**config.mk**
```make
export PLATFORM = sky130hd
export DESIGN_NAME = ssp_tx_framer
export DESIGN_NICKNAME = d
export VERILOG_FILES = /design/src/rtl/ssp_tx_framer.sv
export SDC_FILE = /design/constraint.sdc
export NUM_CORES = 1
export LEC_CHECK = 0
export BUFFER_PORTS_ARGS = -buffer_cell sky130_fd_sc_hd__buf_2
export CAP_MARGIN = 15
export CORE_ASPECT_RATIO = 0.7
export CORE_MARGIN = 2
export CORE_UTILIZATION = 45
export CTS_BUF_LIST = sky130_fd_sc_hd__clkbuf_8
export CTS_CLUSTER_DIAMETER = 60
export DETAILED_ROUTE_END_ITERATION = 8
export HOLD_SLACK_MARGIN = 0.08
export PLACE_DENSITY = 0.6
export SKIP_CTS_REPAIR_TIMING = 1
export SLEW_MARGIN = 10
export SYNTH_ARGS = -nofsm -noshare
export SYNTH_HDL_FRONTEND = slang
export SYNTH_SLANG_ARGS = --single-unit
```
**constraint.sdc**
```tcl
create_clock -name ck_1356meg -period 4.55 [get_ports ck_1356meg]
set_clock_uncertainty 0.15 [all_clocks]
set_input_delay 0.2275 -clock ck_1356meg [delete_from_list [all_inputs] [get_ports ck_1356meg]]
set_output_delay 0.2275 -clock ck_1356meg [all_outputs]
set_load 0.005 [all_outputs]
```
**src/rtl/ssp_tx_framer.sv**
```systemverilog
// SSP transmit framer: byte FIFO feeding an MSB-first serializer on a free-running divided ssp_clk.
// Optional build macro SSP_TX_IDLE_FILL_EN sends 0x00 fill frames whenever the FIFO runs dry.
module ssp_tx_framer #(
    parameter int FIFO_DEPTH = 8,
    parameter int CLK_DIV    = 8
) (
    input  logic                          ck_1356meg,
    input  logic                          rst,
    input  logic [7:0]                    tx_data,
    input  logic                          tx_valid,
    output logic                          tx_ready,
    output logic [$clog2(FIFO_DEPTH):0]   fifo_level,
    output logic                          overflow,
    output logic                          ssp_clk,
    output logic                          ssp_frame,
    output logic                          ssp_din
);

    localparam int PTR_W = $clog2(FIFO_DEPTH);
    localparam int LVL_W = PTR_W + 1;
    localparam int DIV_W = $clog2(CLK_DIV);

    localparam logic [DIV_W-1:0] DIV_RISE = DIV_W'(CLK_DIV - 1);
    localparam logic [DIV_W-1:0] DIV_FALL = DIV_W'(CLK_DIV / 2 - 1);
    localparam logic [LVL_W-1:0] LVL_FULL = LVL_W'(FIFO_DEPTH);

    typedef enum logic {
        IDLE,
        SHIFT
    } state_t;

    logic [DIV_W-1:0] div_cnt;
    logic             rise_tick;

    logic [7:0]       mem [FIFO_DEPTH];
    logic [PTR_W-1:0] wr_ptr;
    logic [PTR_W-1:0] rd_ptr;
    logic [7:0]       rd_data;
    logic             full;
    logic             empty;
    logic             push;
    logic             pop;

    state_t           state_q;
    state_t           state_d;
    logic [7:0]       shreg_q;
    logic [7:0]       shreg_d;
    logic [2:0]       bit_cnt_q;
    logic [2:0]       bit_cnt_d;
    logic             din_d;
    logic             frame_d;
    logic             start_byte;

    // ------------------------------------------------------------------ divider
    always_ff @(posedge ck_1356meg) begin
        if (rst) begin
            div_cnt <= '0;
            ssp_clk <= 1'b0;
        end else if (div_cnt == DIV_RISE) begin
            div_cnt <= '0;
            ssp_clk <= 1'b1;
        end else begin
            div_cnt <= div_cnt + DIV_W'(1);
            if (div_cnt == DIV_FALL) begin
                ssp_clk <= 1'b0;
            end
        end
    end

    assign rise_tick = (div_cnt == DIV_RISE);

    // ------------------------------------------------------------------ FIFO
    assign full     = (fifo_level == LVL_FULL);
    assign empty    = (fifo_level == '0);
    assign tx_ready = ~full & ~rst;
    assign push     = tx_valid & tx_ready;
    assign rd_data  = mem[rd_ptr];

    always_ff @(posedge ck_1356meg) begin
        if (push) begin
            mem[wr_ptr] <= tx_data;
        end
    end

    // Full is judged from the registered level, so a same-edge pop never rescues a push.
    always_ff @(posedge ck_1356meg) begin
        if (rst) begin
            wr_ptr     <= '0;
            rd_ptr     <= '0;
            fifo_level <= '0;
            overflow   <= 1'b0;
        end else begin
            if (push) begin
                wr_ptr <= wr_ptr + PTR_W'(1);
            end
            if (pop) begin
                rd_ptr <= rd_ptr + PTR_W'(1);
            end
            case ({push, pop})
                2'b10:   fifo_level <= fifo_level + LVL_W'(1);
                2'b01:   fifo_level <= fifo_level - LVL_W'(1);
                default: fifo_level <= fifo_level;
            endcase
            if (tx_valid && !tx_ready) begin
                overflow <= 1'b1;
            end
        end
    end

    // ------------------------------------------------------------------ FSM
    always_ff @(posedge ck_1356meg) begin
        if (rst) begin
            state_q <= IDLE;
        end else begin
            state_q <= state_d;
        end
    end

    always_comb begin
        state_d = state_q;
        if (rise_tick) begin
            case (state_q)
                IDLE: begin
`ifdef SSP_TX_IDLE_FILL_EN
                    state_d = SHIFT;
`else
                    if (!empty) begin
                        state_d = SHIFT;
                    end
`endif
                end
                SHIFT: begin
`ifndef SSP_TX_IDLE_FILL_EN
                    if (bit_cnt_q == '0 && empty) begin
                        state_d = IDLE;
                    end
`endif
                end
                default: state_d = IDLE;
            endcase
        end
    end

    always_comb begin
        pop        = 1'b0;
        start_byte = 1'b0;
        shreg_d    = shreg_q;
        bit_cnt_d  = bit_cnt_q;
        din_d      = ssp_din;
        frame_d    = ssp_frame;
        if (rise_tick) begin
            case (state_q)
                IDLE:    start_byte = 1'b1;
                SHIFT:   start_byte = (bit_cnt_q == '0);
                default: start_byte = 1'b1;
            endcase
            if (start_byte) begin
                if (!empty) begin
                    pop       = 1'b1;
                    shreg_d   = {rd_data[6:0], 1'b0};
                    din_d     = rd_data[7];
                    frame_d   = 1'b1;
                    bit_cnt_d = 3'd7;
                end else begin
`ifdef SSP_TX_IDLE_FILL_EN
                    shreg_d   = '0;
                    din_d     = 1'b0;
                    frame_d   = 1'b1;
                    bit_cnt_d = 3'd7;
`else
                    din_d     = 1'b0;
                    frame_d   = 1'b0;
`endif
                end
            end else begin
                frame_d   = 1'b0;
                din_d     = shreg_q[7];
                shreg_d   = {shreg_q[6:0], 1'b0};
                bit_cnt_d = bit_cnt_q - 3'd1;
            end
        end
    end

    always_ff @(posedge ck_1356meg) begin
        if (rst) begin
            shreg_q   <= '0;
            bit_cnt_q <= '0;
            ssp_din   <= 1'b0;
            ssp_frame <= 1'b0;
        end else begin
            shreg_q   <= shreg_d;
            bit_cnt_q <= bit_cnt_d;
            ssp_din   <= din_d;
            ssp_frame <= frame_d;
        end
    end

endmodule

```
==> qor.csv <==
stage;metric;value;unit
sta;grt_setup_unrepaired;no;
min_path;min_to;wr_ptr[2]$_SDFFE_PP0P_;
clock_network;cts_root_buf;clkbuf_8;
global_route;grt_pass1_vias;2044;
global_route;antenna_found_initial;0;
setup_path;startpoint;div_cnt[0]$_SDFF_PP0_;
setup_path;timing.rr.start;div_cnt[0]$_SDFF_PP0_;
clock_network;clk_pin_slew;0.09;ns
sta;fin_crit_sh;71.2;%
synth;synthMuxAreaShare;12.3;%
pwr;powerDensity;362;nW/um2
final_layout;antenna_cells;0;
placement;gp_congestion;0.747;
synth;synthDistinctLibCells;40;
sta;max_clock_freq;309;MHz
setup_path;worstPathMaxFanout;12;
global_route;grt_overflow;0;
sta;hold-worst-slack;0.209;ns
synth;synthSimpleGateAreaFrac;9.13;%
sta;worst_pin_slew;0.957;ns
setup_path;cp-start-kind;register;
clock_network;numCtsBuffers;9;
outcome;status;completed;
die;io_pins;20;
sta;relSlewSlack;36.1;%
synth;synth_xor_area_share;1.13;%
die;start_util;46.0;%
synth;syn_nets;273;
final_layout;drive_above_1_share;21.3;%
detailed_routing;viasPerCell;5.29;
detailed_routing;first_iter_violations;99;
synth;syn_area;3860;um2
setup_path;crit_chain;ha_1, ha_1, inv_1, a211oi_4, ha_1, xor2_1, ha_1, a21oi_1, xor2_1, or3_1, a21oi_1;
detailed_routing;drc;0;
synth;synth_ff_type;edfxtp_1;
global_route;grt_max_degree;39;
global_route;grt_usage;15.9;%
setup_path;path_delay_family;adder cells;
setup_path;timing.critical_path.mode_cell;ha_1;
flow_run;maxCapViolCount;0;
die;die_h;81.5;um
clock_network;cts_tree;done;
sta;setup_viol_count_final;0;
synth;synth_edf_count;64;
min_path;hold_path_depth;2;
detailed_routing;ant_nets;0;
detailed_routing;vias;2070;
setup_path;r2r_cells;11;
final_layout;final_nets;303;
sta;hold_viol;0;
synth;syn_inst;252;
synth;yosysMostFrequentCell;edfxtp_1;
setup_path;regToRegEndpoint;fifo_level[2]$_SDFFE_PP0P_;
synth;synth_adder_area_share;3.24;%
setup_path;critPathBufInv;1;
setup_path;ff2ff_setup_slack;1.31;ns
detailed_routing;first_pass_iters;4;
die;core;8410;um2
synth;synth_compound_gate_area_share;6.15;%
final_layout;final_cell_count_no_fill;391;
synth;synth_top_family_by_area;multiplexers;
setup_path;worstSetupEndpointType;register;
placement;place_hpwl;4470;um
setup_path;critPathKind;register to register;
clock_network;h-tree-depth;3;
placement;place.port_buffers;19;
die;die-area;9350;um2
synth;yosysWarnings;0;
synth;synth_top_cell_by_area;edfxtp_1;
synth;synth_area_leaders;edfxtp_1 (50%), dfxtp_1 (16%), mux4_2 (9.3%);
final_layout;final_core_util;51.5;%
min_path;hp-start;rst;
min_path;hold_path_class;input pin to register;
setup_path;crit_arrival;3.38;ns
clock_network;cts_max_path_buffers;2;
clock_network;insertion_delay;0.36;ns
sta;setup_tns;0;ns
setup_path;cp_slowest_cell;a211oi_4;
setup_path;cp.required;4.69;ns
detailed_routing;wirelength;6800;um
final_layout;syn_to_final_growth;12.1;%
global_route;grt_pass1_wl;10700;um
pwr;peakVddDrop;187;uV
synth;ys_async_sr_fraction;0;%
synth;syn_avg_cell_area;15.3;um2
sta;finalCriticalPeriod;3.24;ns
die;rows;28;
clock_network;cts_sinks;95;
synth;ys_seq_area_share;65.8;%
setup_path;slowest_delay;0.48;ns
pwr;p_leak;1.45;nW
synth;ys_ff_latch;95;
synth;synth_top_area_share;49.7;%
sta;final_max_slew_viol_count;0;
synth;synthTopCellsByCount;edfxtp_1 (64), dfxtp_1 (31), nor2_1 (20);
placement;dp.cells;367;
die;die_w;115;um
detailed_routing;wire_per_inst;17.4;um
==> worst max path at each step <==
stage | slack, ns | to | cells past startpoint
final | 1.31 | fifo_level[2]$_SDFFE_PP0P_ | 11
after global routing | 1.06 | fifo_level[2]$_SDFFE_PP0P_ | 11
after CTS | 1.31 | fifo_level[3]$_SDFFE_PP0P_ | 8
after detailed placement | 1.33 | fifo_level[3]$_SDFFE_PP0P_ | 8
after global placement | 1.47 | fifo_level[3]$_SDFFE_PP0P_ | 8
after floorplan | 1.94 | fifo_level[3]$_SDFFE_PP0P_ | 8
==> registers in the layout, summed over array words and instances, names as in the netlist, named ones only <==
name,cells
mem,64
shreg_q,7
fifo_level,4
bit_cnt_q,3
div_cnt,3
rd_ptr,3
wr_ptr,3
overflow,1
ssp_clk,1
ssp_din,1
ssp_frame,1
state_q,1
==> layer usage <==
metal,vias to the layer above,global-route usage (%),wire (um)
met5,-,0,0
met2,37,23.5,2930
met1,1011,22.0,3450
met3,8,6.35,358
li1,1014,-,-
met4,0,4.70,54
==> logic make-up after synthesis <==
group | Yosys count
and+or+nand+nor | 63
adders and majority gates | 10
xor gates and xnor gates | 5
buffers and inverters | 17
muxes | 27
DFF | 95
AOI/OAI and AO/OA | 35
==> final cells by class <==
type,instances,area [um2]
sequential,95,2540
fill,712,4080
timing repair buffer,30,200
inverter,6,22.5
clock buffer,9,124
clock inverter,6,77.6
multi-input combinational,140,1230
tap,105,131
==> power by group <==
| part | total (mW) | switching [mW] | leakage, nW | internal [mW] |
|---|---|---|---|---|
| sequential | 0.939 | 0.00801 | 0.829 | 0.931 |
| combinational | 0.0613 | 0.0328 | 0.517 | 0.0285 |
| clock | 0.569 | 0.269 | 0.108 | 0.301 |
==> per-stage QoR <==
stage	total power, mW	cell area (um2)	worst slack [ns]
global route	1.63	4330	1.06
CTS	1.58	4240	1.31
global placement	1.01	4040	1.47
floorplan	0.991	3860	1.94
finish	1.57	4330	1.31
detailed placement	1.01	4040	1.33
==> cells in the final DEF, fill, tap and decap left out, types with 2 or more instances in the layout <==
master and count:
o221ai_1 3, bufinv_16 2, dlygate4sd3_1 9, mux2i_1 7
nor2_1 20, buf_2 19, xnor2_1 2, a21oi_1 12
nand2_1 10, or3_1 2, xor2_1 3, inv_1 7
nand2b_1 11, o21ai_0 6, edfxtp_1 64, buf_4 2
clkbuf_8 9, nor3_1 5, clkinv_2 2, mux2_2 4
mux4_2 16, nor2b_1 4, a31oi_1 4, ha_1 10
o21a_1 3, nand4b_1 3, dfxtp_1 31, o32ai_1 3
(Power assumes the default switching activity.)
